**src/rtl/pulse_event_arbiter.sv**
```systemverilog
// Round-robin arbiter that turns rising edges on N_REQ event lines into 4-phase req/ack grants.
// Optional ack timeout is compiled in with `define PULSE_ARB_TIMEOUT_EN.
module pulse_event_arbiter #(
    parameter int unsigned N_REQ = 4,
    parameter int unsigned CNT_W = 3
) (
    input  logic                       clk,
    input  logic                       rst_n,
    input  logic [N_REQ-1:0]           ev_in,
    input  logic                       out_ack,
    input  logic                       ovf_clr,
    output logic                       out_req,
    output logic [$clog2(N_REQ)-1:0]   out_id,
    output logic [N_REQ-1:0]           ovf,
    output logic                       busy,
    output logic                       timeout
);

    localparam int unsigned ID_W = $clog2(N_REQ);
    localparam logic [CNT_W-1:0] CNT_MAX = '1;

    typedef enum logic [1:0] {IDLE, REQ, WAIT_LOW} state_t;

    state_t                        state, state_nxt;
    logic [N_REQ-1:0]              ev_q;
    logic [N_REQ-1:0]              det;
    logic [N_REQ-1:0][CNT_W-1:0]   cnt, cnt_nxt;
    logic [N_REQ-1:0]              ovf_nxt, ovf_set;
    logic [ID_W-1:0]               rr_ptr, rr_ptr_nxt;
    logic [ID_W-1:0]               out_id_nxt;
    logic [ID_W-1:0]               sel, cand;
    logic                          found, grant;
    logic                          out_req_nxt, busy_nxt, timeout_nxt;
    int unsigned                   idx;
`ifdef PULSE_ARB_TIMEOUT_EN
    localparam logic [7:0] TO_LAST = 8'd254;
    logic [7:0]                    to_cnt, to_cnt_nxt;
`endif

    assign det = ev_in & ~ev_q;

    // Next-state, grant selection, counter and flag update
    always_comb begin
        state_nxt   = state;
        out_req_nxt = out_req;
        out_id_nxt  = out_id;
        rr_ptr_nxt  = rr_ptr;
        timeout_nxt = 1'b0;
        grant       = 1'b0;
        found       = 1'b0;
        sel         = rr_ptr;
        cand        = '0;
        idx         = 0;
        cnt_nxt     = cnt;
        ovf_set     = '0;
`ifdef PULSE_ARB_TIMEOUT_EN
        to_cnt_nxt  = to_cnt;
`endif

        // First nonzero counter at or above rr_ptr, wrapping
        for (int unsigned k = 0; k < N_REQ; k++) begin
            idx  = (32'(rr_ptr) + k) % N_REQ;
            cand = ID_W'(idx);
            if (!found && cnt[cand] != '0) begin
                found = 1'b1;
                sel   = cand;
            end
        end

        case (state)
            IDLE: begin
                if (found) begin
                    grant       = 1'b1;
                    out_req_nxt = 1'b1;
                    out_id_nxt  = sel;
                    rr_ptr_nxt  = (32'(sel) == N_REQ - 1) ? '0 : ID_W'(32'(sel) + 32'd1);
                    state_nxt   = REQ;
`ifdef PULSE_ARB_TIMEOUT_EN
                    to_cnt_nxt  = 8'd0;
`endif
                end
            end
            REQ: begin
                if (out_ack) begin
                    out_req_nxt = 1'b0;
                    state_nxt   = WAIT_LOW;
                end
`ifdef PULSE_ARB_TIMEOUT_EN
                else if (to_cnt == TO_LAST) begin
                    out_req_nxt = 1'b0;
                    timeout_nxt = 1'b1;
                    state_nxt   = IDLE;
                end else begin
                    to_cnt_nxt  = to_cnt + 8'd1;
                end
`endif
            end
            WAIT_LOW: begin
                if (!out_ack) begin
                    state_nxt = IDLE;
                end
            end
            default: begin
                state_nxt   = IDLE;
                out_req_nxt = 1'b0;
            end
        endcase

        // Simultaneous increment and grant-decrement cancel out
        for (int i = 0; i < N_REQ; i++) begin
            if (det[i] && !(grant && sel == ID_W'(i))) begin
                if (cnt[i] == CNT_MAX) begin
                    ovf_set[i] = 1'b1;
                end else begin
                    cnt_nxt[i] = cnt[i] + CNT_W'(1);
                end
            end else if (!det[i] && grant && sel == ID_W'(i)) begin
                cnt_nxt[i] = cnt[i] - CNT_W'(1);
            end
        end

        ovf_nxt  = (ovf & ~{N_REQ{ovf_clr}}) | ovf_set;
        busy_nxt = (state_nxt != IDLE) || (cnt_nxt != '0);
    end

    always_ff @(posedge clk or negedge rst_n) begin
        if (!rst_n) begin
            state   <= IDLE;
            ev_q    <= '0;
            cnt     <= '0;
            ovf     <= '0;
            rr_ptr  <= '0;
            out_req <= 1'b0;
            out_id  <= '0;
            busy    <= 1'b0;
            timeout <= 1'b0;
        end else begin
            state   <= state_nxt;
            ev_q    <= ev_in;
            cnt     <= cnt_nxt;
            ovf     <= ovf_nxt;
            rr_ptr  <= rr_ptr_nxt;
            out_req <= out_req_nxt;
            out_id  <= out_id_nxt;
            busy    <= busy_nxt;
            timeout <= timeout_nxt;
        end
    end

`ifdef PULSE_ARB_TIMEOUT_EN
    always_ff @(posedge clk or negedge rst_n) begin
        if (!rst_n) begin
            to_cnt <= 8'd0;
        end else begin
            to_cnt <= to_cnt_nxt;
        end
    end
`endif

endmodule

```
**config.mk**
```make
export PLATFORM = sky130hd
export DESIGN_NAME = pulse_event_arbiter
export DESIGN_NICKNAME = d
export VERILOG_FILES = /design/src/rtl/pulse_event_arbiter.sv
export SDC_FILE = /design/constraint.sdc
export NUM_CORES = 1
export LEC_CHECK = 0
export CAP_MARGIN = 40
export CORE_UTILIZATION = 45
export DETAILED_ROUTE_END_ITERATION = 7
export MAX_ROUTING_LAYER = met4
export PLACE_DENSITY = 0.69
export SYNTH_ARGS = -nofsm -noshare
export SYNTH_HDL_FRONTEND = slang
export SYNTH_SLANG_ARGS = --single-unit
export TNS_END_PERCENT = 5
```
**constraint.sdc**
```tcl
create_clock -name clk -period 6.9 [get_ports clk]
set_input_delay 1.38 -clock clk [delete_from_list [all_inputs] [get_ports clk]]
set_output_delay 1.38 -clock clk [all_outputs]
set_load 0.005 [all_outputs]
```
==> summary.md <==
| Metric | Value |
|---|---|
| Result of the run | `finished, final reports clean` |
| Synth area leader | `dfrtp_1` |
| Core occupancy in the finished layout | `0.5485` |
| Final period util | `0.4243` |
| Area delta synth->final | `14.44%` |
| Setup repair after global routing missed its margin | `no` |
| Final WS setup | `3.973 ns` |
| Relative contribution of sequential cells to total power | `0.352` |
| Detailed placement HPWL | `2.655 mm` |
| Worst path required time | `7.06 ns` |
| Power per Cell Area | `~420 nW/µm²` |
| Top achievable clock speed | `approximately 340 MHz` |
| Global-route wire length before repair | `between 6 and 7 mm` |
| DRC violations left | `0` |
| CTS tree | `built` |
| Minimum clock period after layout | `2.927 ns` |
| Overflow after GRT | `0` |
| Count of flip-flops with a built-in enable after synthesis | `0` |
| Peak VDD IR | `0.2532 mV` |
| Inst Count DP | `approximately 250` |
| Synth Net Count | `~210` |
| Total power consumption of the routed design | `~0.87 mW` |
| Clock-pin slew on the worst setup and hold paths | `0.10 ns` |
| Startpoint Class | `register` |
| Number of cells in the finished layout apart from fillers | `between 200 and 300` |
| Top area cells in the synthesized netlist | `dfrtp_1, ha_1, nand2_1` |
| Syn Std Cell Area | `1794 µm²` |
| Synthesis-stage register bit count | `28` |
| Cell count after synthesis | `around 190` |
| Total of hold buffers inserted after clock tree synthesis | `0` |
| Sequential-to-total area share from yosys stat | `0.3905` |
| Vias in the first global route | `1397` |
| Path category of the worst min-delay check | `register to register` |
| Number of antenna violations at the first check in global routing | `0` |
| Most common library cells after synthesis | `dfrtp_1, nand2_1, nor2_1, inv_1, ha_1` |
| Antenna cell count | `0` |
| Number of I/O port buffers | `15` |
| Die extent in y | `65.15 µm` |
| Initial cell density of the core | `0.4793` |
| Std cell rows | `22` |
| Post-synthesis cell type count | `52` |
| Vias after detailed routing | `1376` |
| Type of the setup path with the least slack | `register to register` |
| Routability congestion estimate | `between 0.8 and 0.9` |
| Worst-case register-to-register setup slack | `3.97 ns` |
| Post-synth top area share | `0.3905` |
| CTS buffer count | `3` |
| Data arrival at the endpoint of the critical path | `between 3 and 4 ns` |
| Final Setup Violations | `0` |
| Detailed-router iteration count before antenna repair | `4` |
| Layout filler cell count | `340` |
| Final count of hold timing violations | `0` |
| Fraction of power spent switching nets | `0.4197` |
| Total Negative Setup Slacks | `0 ns` |
| Net total in the final layout | `around 220` |
| Share of synthesized registers carrying an async set or reset | `1.000` |
| Cells resized by post-CTS repair | `0` |
| Routed wire per std cell | `around 14 µm` |
| Setup slack after placement | `3.840 ns` |
| Clock root buffer master | `clkbuf_8` |
| Number of max-slew violations in the final report | `0` |
| Internal power summed over all cells | `roughly 0.50 mW` |
| Via density per instance | `5.504` |
| Post-DRT Antenna Nets | `0` |
| Combinational fraction of design power | `0.500` |
| Number of setup buffers added after CTS | `0` |
| Most numerous cell in the Yosys netlist | `dfrtp_1` |
| All-Layer GR Usage | `0.1959` |
| Post-route clock skew | `0.008887 ns` |
| Dominant synthesized flop cell | `dfrtp_1` |
| Wire length after detailed routing | `3.528 mm` |
| Max-cap violations | `0` |
| Share of post-route cells with drive strength above 1 | `0.1089` |
| Mean area per synthesized cell | `9.698 µm²` |
| Pleak | `0.8849 nW` |
| Sw Pwr | `0.3650 mW` |
| Buffer depth of the longest clock path | `2` |
| Tightest Pin Transition | `0.5045 ns` |
| Area of the die | `approximately 4200 µm²` |
| Relative slew slack | `0.6626` |
| Area of the core | `3744 µm²` |
| Starting DRT DRC Count | `87` |
| Number of H-tree levels | `1` |
| Pin count of the biggest net entering global routing | `29` |
| Nature of the critical path endpoint | `register` |
| Largest fanout on the critical path | `7` |
| Ports placed on the boundary | `17` |
| Die X-Extent | `65.15 µm` |
| Clock power frac | `0.148` |
| Clock sink count | `28` |
| Synthesis warning total | `0` |
| Clk Latency, worst-skew pair | `0.28 ns` |
[path summary, 6_finish.rpt]
| path | start | to | depth (start not counted) |
|---|---|---|---|
| min in group asynchronous | rst_n | ovf[0] | 2 |
| max in group asynchronous | rst_n | cnt[10] | 2 |
| hold reg to reg | out_id[0] | out_id[0] | 1 |
| hold / removal | out_id[0] | out_id[0] | 1 |
| setup / recovery | cnt[9] | busy | 11 |
| setup reg to reg | cnt[9] | busy | 11 |
[power groups by stage]
stage	logic (mW)	registers [mW]	clock network, mW
3_3_place_gp	0.415	0.302	0
5_1_grt	0.492	0.319	0.138
6_report	0.435	0.306	0.129
2_1_floorplan	0.343	0.290	0
4_1_cts	0.439	0.306	0.133
3_5_place_dp	0.436	0.308	0
[cells in the final DEF (no fill, tap or decap), drive strengths merged, types with 4 or more instances in the layout]
cell | synthesis | layout
dfrtp | 28 | 28
nor2 | 16 | 16
o21ai | 7 | 7
nand2 | 23 | 23
clkdlybuf4s50 | 0 | 15
nand2b | 5 | 5
nor2b | 4 | 4
mux2i | 6 | 6
xnor2 | 4 | 4
a21oi | 11 | 11
nor3 | 7 | 7
inv | 15 | 15
ha | 12 | 12
[cell families after synthesis]
kind of cell | Yosys count | synth area share
xor+xnor | 5 | 0.02441
other cells | 1 | 0.002090
compound gates | 46 | 0.1932
simple gates | 68 | 0.2113
flops | 28 | 0.3905
mux | 7 | 0.04672
fa+ha+maj | 12 | 0.08368
buf+inv | 18 | 0.04812
[metrics by stage]
stage	cell area [µm²]	hold WS (ns)
2_1_floorplan	1794	0.4733
3_3_place_gp	1982	0.4661
3_5_place_dp	1982	0.4721
4_1_cts	2053	0.5039
5_1_grt	2053	0.5159
6_report	2053	0.4963
[sequential cells by signal, summed over array words and instances (netlist names)]
| signal | flops |
|---|---|
| busy | 1 |
| cnt | 12 |
| ev_q | 4 |
| out_id | 2 |
| out_req | 1 |
| ovf | 4 |
| rr_ptr | 2 |
| state | 2 |
[layout make-up]
cell class	instances	area (µm²)	area share
Multi-Input combinational cell	139	1007	0.4906
Tap cell	48	60.06	0.02925
Clock buffer	3	41.29	0.02011
Timing Repair Buffer	16	157.7	0.07678
Clock inverter	1	30.03	0.01463
Sequential cell	28	700.7	0.3413
Inverter	15	56.30	0.02742
[layer usage]
| layer | vias to the layer above | GRT usage | wire [µm] |
|---|---|---|---|
| li1 | 687 | - | - |
| met1 | 661 | 0.2384 | 1612 |
| met2 | 26 | 0.3411 | 1780 |
| met3 | 2 | 0.03646 | 113 |
| met4 | 0 | 0.03804 | 21 |
| met5 | - | - | 0 |
[critical path, stage by stage (launching register included)]
cell	delay, ns
dfrtp_1	0.50
or3_1	0.44
nor2_1	0.16
o21ai_0	0.11
o211ai_1	0.20
inv_1	0.14
ha_1	0.28
a21boi_2	0.25
mux2i_1	0.24
o21ai_2	0.09
nor4_2	0.28
nand4_1	0.12
(Power assumes the default switching activity.)
